--- config.mk ---
export PLATFORM = sky130hd
export DESIGN_NAME = hp48_bus_ctrl
export DESIGN_NICKNAME = d
export VERILOG_FILES = /design/src/rtl/hp48_bus_ctrl.sv
export SDC_FILE = /design/constraint.sdc
export NUM_CORES = 1
export LEC_CHECK = 0
export CAP_MARGIN = 20
export CORE_MARGIN = 4
export CORE_UTILIZATION = 40
export DETAILED_ROUTE_END_ITERATION = 10
export PLACE_DENSITY_LB_ADDON = 0.08
export SYNTH_ARGS = -nofsm -noshare
export SYNTH_HDL_FRONTEND = slang
export SYNTH_SLANG_ARGS = --single-unit
--- constraint.sdc ---
create_clock -name strobe -period 2.71 [get_ports strobe]
set_input_delay 0.542 -clock strobe [delete_from_list [all_inputs] [get_ports strobe]]
set_output_delay 0.542 -clock strobe [all_outputs]
set_load 0.05 [all_outputs]
--- src/rtl/hp48_bus_ctrl.sv ---
// HP48 nibble bus master: sequences one CPU request into BUSCMD cycles
// and gathers read nibbles plus the OR-ed device active lines.
`ifndef BUSCMD_NOP
`define BUSCMD_NOP       4'h0
`define BUSCMD_ID        4'h1
`define BUSCMD_PC_READ   4'h2
`define BUSCMD_DP_READ   4'h3
`define BUSCMD_PC_WRITE  4'h4
`define BUSCMD_DP_WRITE  4'h5
`define BUSCMD_LOAD_PC   4'h6
`define BUSCMD_LOAD_DP   4'h7
`define BUSCMD_CONFIGURE 4'h8
`define BUSCMD_RESET     4'h9
`endif

module hp48_bus_ctrl #(
    parameter int MAX_NIB = 16,
    parameter int LEN_W   = 4
) (
    input  logic                 strobe,
    input  logic                 reset,
    input  logic                 req_valid,
    output logic                 req_ready,
    input  logic [1:0]           req_op,
    input  logic                 req_use_pc,
    input  logic [19:0]          req_addr,
    input  logic [LEN_W-1:0]     req_len,
    input  logic [4*MAX_NIB-1:0] req_wdata,
    output logic                 rsp_valid,
    output logic [4*MAX_NIB-1:0] rsp_rdata,
    output logic                 rsp_error,
    output logic [3:0]           bus_command,
    output logic [19:0]          bus_address,
    output logic [3:0]           bus_nibble_out,
    input  logic [3:0]           bus_nibble_in,
    input  logic                 bus_active
);

    localparam int DW = 4 * MAX_NIB;
    localparam int IW = (MAX_NIB > 1) ? $clog2(MAX_NIB) : 1;

    localparam logic [1:0] OP_READ  = 2'd0;
    localparam logic [1:0] OP_WRITE = 2'd1;
    localparam logic [1:0] OP_CFG   = 2'd2;

    typedef enum logic [2:0] {
        S_IDLE,
        S_LOAD,
        S_XFER,
        S_DRAIN,
        S_CFG_LEN,
        S_CFG_ADDR,
        S_BRST,
        S_DONE
    } state_t;

    state_t          state_q, state_d;
    logic [1:0]      op_q;
    logic            use_pc_q;
    logic [19:0]     addr_q;
    logic [IW-1:0]   len_q;
    logic [IW-1:0]   idx_q, idx_d;
    logic [DW-1:0]   wdata_q;
    logic            cap_vld_q;
    logic            cap_act_q;
    logic [IW-1:0]   cap_idx_q;

    logic [3:0]      cmd_d;
    logic [19:0]     baddr_d;
    logic [3:0]      nib_d;
    logic [3:0]      xfer_cmd;
    logic [IW-1:0]   len_n;
    logic            accept;
    logic            is_write;

    assign accept   = (state_q == S_IDLE) && req_valid;
    assign is_write = (op_q == OP_WRITE);

    // Oversized lengths saturate at the widest transfer.
    assign len_n = (32'(req_len) > 32'(MAX_NIB - 1)) ?
                   IW'(MAX_NIB - 1) : IW'(req_len);

    always_comb begin
        xfer_cmd = `BUSCMD_DP_READ;
        unique case ({is_write, use_pc_q})
            2'b00: xfer_cmd = `BUSCMD_DP_READ;
            2'b01: xfer_cmd = `BUSCMD_PC_READ;
            2'b10: xfer_cmd = `BUSCMD_DP_WRITE;
            2'b11: xfer_cmd = `BUSCMD_PC_WRITE;
            default: xfer_cmd = `BUSCMD_DP_READ;
        endcase
    end

    always_comb begin
        state_d = state_q;
        idx_d   = idx_q;
        cmd_d   = `BUSCMD_NOP;
        baddr_d = bus_address;
        nib_d   = 4'h0;
        unique case (state_q)
            S_IDLE: begin
                if (req_valid) begin
                    unique case (req_op)
                        OP_READ, OP_WRITE: begin
                            state_d = S_LOAD;
                            cmd_d   = req_use_pc ? `BUSCMD_LOAD_PC
                                                 : `BUSCMD_LOAD_DP;
                            baddr_d = req_addr;
                        end
                        OP_CFG: begin
                            state_d = S_CFG_LEN;
                            cmd_d   = `BUSCMD_CONFIGURE;
                            baddr_d = req_wdata[19:0];
                        end
                        default: begin
                            state_d = S_BRST;
                            cmd_d   = `BUSCMD_RESET;
                        end
                    endcase
                end
            end
            S_LOAD: begin
                state_d = S_XFER;
                idx_d   = '0;
                cmd_d   = xfer_cmd;
                nib_d   = is_write ? wdata_q[3:0] : 4'h0;
            end
            S_XFER: begin
                if (idx_q == len_q) begin
                    state_d = is_write ? S_DONE : S_DRAIN;
                end else begin
                    idx_d = idx_q + IW'(1);
                    cmd_d = xfer_cmd;
                    nib_d = is_write ? wdata_q[{idx_d, 2'b00} +: 4] : 4'h0;
                end
            end
            S_DRAIN:    state_d = S_DONE;
            S_CFG_LEN: begin
                state_d = S_CFG_ADDR;
                cmd_d   = `BUSCMD_CONFIGURE;
                baddr_d = addr_q;
            end
            S_CFG_ADDR: state_d = S_DONE;
            S_BRST:     state_d = S_DONE;
            S_DONE:     state_d = S_IDLE;
            default:    state_d = S_IDLE;
        endcase
    end

    always_ff @(posedge strobe or negedge reset) begin
        if (!reset) begin
            state_q        <= S_IDLE;
            idx_q          <= '0;
            op_q           <= OP_READ;
            use_pc_q       <= 1'b0;
            addr_q         <= '0;
            len_q          <= '0;
            wdata_q        <= '0;
            cap_vld_q      <= 1'b0;
            cap_act_q      <= 1'b0;
            cap_idx_q      <= '0;
            bus_command    <= `BUSCMD_NOP;
            bus_address    <= '0;
            bus_nibble_out <= '0;
            req_ready      <= 1'b1;
            rsp_valid      <= 1'b0;
            rsp_rdata      <= '0;
            rsp_error      <= 1'b0;
        end else begin
            state_q        <= state_d;
            idx_q          <= idx_d;
            bus_command    <= cmd_d;
            bus_address    <= baddr_d;
            bus_nibble_out <= nib_d;
            req_ready      <= (state_d == S_IDLE);
            rsp_valid      <= (state_d == S_DONE);
            if (accept) begin
                op_q      <= req_op;
                use_pc_q  <= req_use_pc;
                addr_q    <= req_addr;
                len_q     <= len_n;
                wdata_q   <= req_wdata;
                rsp_rdata <= '0;
                rsp_error <= 1'b0;
            end
            // Device registers nibble_out on this edge; capture it next edge.
            cap_vld_q <= (state_q == S_XFER) && !is_write;
            cap_idx_q <= idx_q;
            cap_act_q <= bus_active;
            if (state_q == S_XFER && !bus_active)
                rsp_error <= 1'b1;
            if (cap_vld_q && cap_act_q)
                rsp_rdata[{cap_idx_q, 2'b00} +: 4] <= bus_nibble_in;
        end
    end

endmodule

# After elaboration in Yosys (flattened, before gate mapping)
# Index checks and enable logic that the tools add are counted.
# Widths: inputs -> output; s select.
# classes
add_sub_neg	2
eq_ne	18
n_shift	3
muxes	25
reduce_logical	17
# ops
cell	n
$mux 64	2
$pmux 20 s2	2
$bwmux 64	1
$shift 4x8->64 const A	1
$shiftx 4x8->64	1
$shiftx 64x7->4	1
$pmux 4 s4	2
$mux 4	6
$pmux 4 s2	3
$mux 20	1
$pmux 3 s6	1
$eq 3x3->1 const B	5
$mux 3	3
$neg 6->8	1
$eq 2x1->1 const B	3
$eq 2x2->1 const B	3
$eq 3x2->1 const B	2
$logic_not 3->1	2
$pmux 3 s2	1
$reduce_bool 2->1	3
$add 4x1->4 const B	1
$eq 4x4->1	1
$logic_and 1x1->1	4
$logic_not 2->1	2
other kinds (9)	13
# word_totals
reg_bits	199
in_bits	99
output_inout_bits	95
elab_cells	82

# Logic depth before layout (Yosys ltp)
# depth
ltp_word	6
ltp_mapped	8
mapped_depth_nobuf	7

# Worst setup path after synthesis
# No wires, ideal clock.
# synth_path
path_type	register -> register
startpoint	register idx_q[1]
endpoint	register bus_nibble_out[0]
setup_time_ps	118
arrival_time_ps	1999
slack_ps	593
stages_incl_launch_ff	8
path_cell_list	dfrtp_1 -> ha_1 -> clkbuf_1 -> clkbuf_1 -> mux4_2 -> mux2i_1 -> o22ai_1 -> a21o_1
# synth_between
elab_chain_len	5
# synth_lines
element	line	rtl
from (decl)	62	logic [IW-1:0] idx_q, idx_d;
from (signal assigned)	171	idx_q <= idx_d;
$add 4x1->4	132	idx_d = idx_q + IW'(1);
$shiftx 64x7->4	134	nib_d = is_write ? wdata_q[{idx_d, 2'b00} +: 4] : 4'h0;
$mux 4	134	
$mux 4 *	129	if (idx_q == len_q) begin
$pmux 4 s2 *	100	unique case (state_q)
net nib_d[0]	70	logic [3:0] nib_d;
to (signal assigned)	174	bus_nibble_out <= nib_d;
to (decl)	34	output logic [3:0] bus_nibble_out,
# The timed path passes the listed nets; every way through them passes the cells marked *.
# A chain may end at the register's enable or synchronous reset.

# Worst setup path in the final report
# layout_path
startpoint	register req_ready
endpoint	output req_ready
# layout_lines
element	line	rtl
from (decl)	23	output logic req_ready,
from (signal assigned)	175	req_ready <= (state_d == S_IDLE);
# No word-level cell between the ends.

==> impl_metrics.tcl <==
set metrics [dict create \
    run_status "finished clean" \
    postSynth.asyncResetShare 1.00 \
    synth_top_area_cell "dfrtp_1" \
    synth_edf_count 0 \
    drt_drc_violations_left 0 \
    yosys.area_share.adder 0.00562 \
    hold_viol_final 0 \
    max_stage_delay_ps 800 \
    initial_core_util 0.408 \
    grt_pass1_vias 6615 \
    cp_max_fo 1 \
    slew_headroom 0.582 \
    rsz0062_at_grt "false" \
    worst_pin_slew_ps 627 \
    die_w_um 157 \
    clk_path_buf_depth 2 \
    placed_area_um2 11300 \
    root_buffer "clkbuf_16" \
    cp.depth 1 \
    end_kind "output pin" \
    place.port_buffers 193 \
    critical_path_buf_inv_count 1 \
    worstHoldPathType "input port to asynchronous set/reset pin" \
    min_period_ps 2300 \
    max_cap_viol_count 0 \
    finalSetupTns_ps 0 \
    hold_buffers 0 \
    irDropWorstVdd_mv 0.568 \
    tritoncts "built" \
    power_density_nw_per_um2 1080 \
    crit_required_ps 2170 \
    rows 54 \
    cp-start-kind "flip-flop" \
    wl_per_cell_um 18.3 \
    endpoint "req_ready" \
    final_max_slew_viol_count 0 \
    worstSetupStartpoint "req_ready" \
    synth-xor-area-share 0.00675 \
    synthMuxAreaShare 0.245 \
    synth.cell_area_um2 8900 \
    reg2reg_depth 7 \
    synth_cell_types 58 \
    post_cts.repair.setup_buffers 0 \
    setup_violations 0 \
    avgSynthCellArea_um2 12.4 \
    p_seq_frac 0.374 \
    fin_skew_ps 10.2 \
    grt_max_degree 70 \
    hpwl_um 16300 \
    leakage_uw 0.00542 \
    timing.fmax_mhz 435 \
    p_comb_frac 0.432 \
    synth_most_common_cell "dfrtp_1" \
    synth_flop_cell "dfrtp_1" \
    arrival_ps 1750 \
    drive_above_1_share 0.186 \
    cts.clk_slew.worst_paths_ps 70 \
    netSwitchingPower_uw 4940 \
    cts.sinks 199 \
    clkPwrFrac 0.193 \
    nNetsFinal 1013 \
    ys_seq_area_frac 0.560 \
    vias 6137 \
    synth_common_cells "198 x dfrtp_1, 90 x mux2_2, 90 x nand2_1" \
    synthTopCellsByArea "dfrtp_1 56%, mux2_2 11%, mux2i_1 9.1%" \
    hold_slack_ps 128 \
    core_region_area_um2 21800 \
    viasPerCell 5.11 \
    r2r-start "cap_idx_q[0]" \
    yosysWarnings 0 \
    postRouteAntennaNets 0 \
    synth-seq-cells 199 \
    n_fill_cell 1886 \
    h-tree-depth 4 \
    cts_inserted_buffers 17 \
    stdcell_area_um2 11800 \
    crit_chain "clkdlybuf4s50_1" \
    place_inst 1171 \
    synth_compound_area_frac 0.0550 \
    p_sw_frac 0.385 \
    die_area_um2 24700 \
    synth_nets 821 \
    clkLatencyLatePin_ps 420 \
    final_cells 1201 \
    rr_endpoint "rsp_rdata[60]" \
    drt_iter0_markers 287 \
    synth_cells 718 \
    reg2reg_slack_ps 490 \
    synth_top_area_frac 0.557 \
    p_int_uw 7880 \
    track_usage 0.183 \
    cts_resized 0 \
    first_pass_iters 4 \
    cp_slowest_cell "clkdlybuf4s50_1" \
    gp_congestion 0.836 \
    grt_antenna_before_repair 0 \
    die_y_um 157 \
    synth_top_family_by_area "multiplexers" \
    io_pins 194 \
    criticalPathCategory "flip-flop to output pin" \
    period_share 0.847 \
    finalWirelength_um 22000 \
    crit_family "buffers and inverters" \
    synth_simple_gate_area_frac 0.104 \
    grt_first_pass_wirelength_um 35600 \
    grt_overflow_total 0 \
    area_delta_synth_final_pct 33.0 \
]
per-layer routing:
| metal | wire, µm | global-route usage |
|---|---|---|
| met5 | 0 | 0 |
| met3 | 1180 | 0.0440 |
| met2 | 11100 | 0.312 |
| met4 | 213 | 0.0418 |
| met1 | 9500 | 0.237 |
kinds of logic after synthesis:
kind of cell | count (synthesis)
flip-flops | 199
AND/OR/NAND/NOR | 190
multiplexers | 187
AO/OA/AOI/OAI | 85
buffers and inverters | 47
XOR/XNOR | 6
adder cells (fa/ha/maj) | 4
metrics by stage:
step / util / setup slack, ps / power (µW)
5_1_grt: 0.542 / 313 / 13600
4_1_cts: 0.542 / 386 / 13000
3_5_place_dp: 0.517 / 420 / 10500
3_3_place_gp: 0.517 / 450 / 10300
6_report: 0.542 / 413 / 12800
2_1_floorplan: - / 593 / 8530
flip-flops by register name, indices dropped and copies added (netlist names), 20 cells and up:
register     cells
bus_address     20
addr_q          20
rsp_rdata       64
wdata_q         64
cell type report:
class | count | area [µm²] | share of cell area
clock buffers | 19 | 443 | 0.0374
inverters | 9 | 33.8 | 0.00285
flip-flops and latches | 199 | 4980 | 0.421
clock inverters | 10 | 120 | 0.0101
repair buffers | 211 | 2200 | 0.185
diodes | 1 | 2.50 | 0.000211
multi-input cells | 472 | 3710 | 0.313
well taps | 280 | 350 | 0.0296
cells in the final DEF (no fill, tap or decap), types with 2 or more instances in the layout:
| cell | n |
|---|---|
| a21o_1 | 4 |
| a21oi_1 | 23 |
| a31oi_1 | 3 |
| and3b_1 | 2 |
| buf_12 | 10 |
| buf_4 | 8 |
| bufinv_16 | 2 |
| clkbuf_16 | 17 |
| clkbuf_8 | 2 |
| clkdlybuf4s50_1 | 192 |
| clkinv_2 | 2 |
| clkinvlp_4 | 2 |
| dfrtp_1 | 198 |
| ha_1 | 4 |
| inv_1 | 9 |
| inv_6 | 4 |
| mux2_2 | 90 |
| mux2i_1 | 81 |
| mux4_2 | 16 |
| nand2_1 | 90 |
| nand2_4 | 4 |
| nand2b_1 | 6 |
| nand3_1 | 25 |
| nand4_1 | 2 |
| nor2_1 | 33 |
| nor2_4 | 3 |
| nor2b_1 | 4 |
| nor3_1 | 3 |
| o21a_1 | 2 |
| o21ai_0 | 32 |
| o21ai_1 | 5 |
| o22ai_1 | 5 |
| o31a_1 | 2 |
| or2_2 | 3 |
| xnor2_1 | 4 |
power by group through the flow:
stage | sequential (µW) | combinational (µW) | clock [µW]
after detailed placement | 4860 | 5620 | 0
after floorplan | 5970 | 2550 | 0
after CTS | 4810 | 5630 | 2550
after global routing | 4940 | 5950 | 2680
final | 4800 | 5540 | 2480
after global placement | 4800 | 5510 | 0
worst min path at each step:
stage             start              to  slack, ps  cells past startpoint
6_report          reset    rsp_rdata[4]        130                      1
5_1_grt           reset    rsp_rdata[4]        150                      1
4_1_cts           reset    rsp_rdata[4]        140                      1
3_5_place_dp   use_pc_q  bus_command[0]        450                      1
3_3_place_gp   use_pc_q  bus_command[0]        440                      1
2_1_floorplan     reset       addr_q[0]        250                      0
No activity file was read; power rests on OpenSTA's default activity.
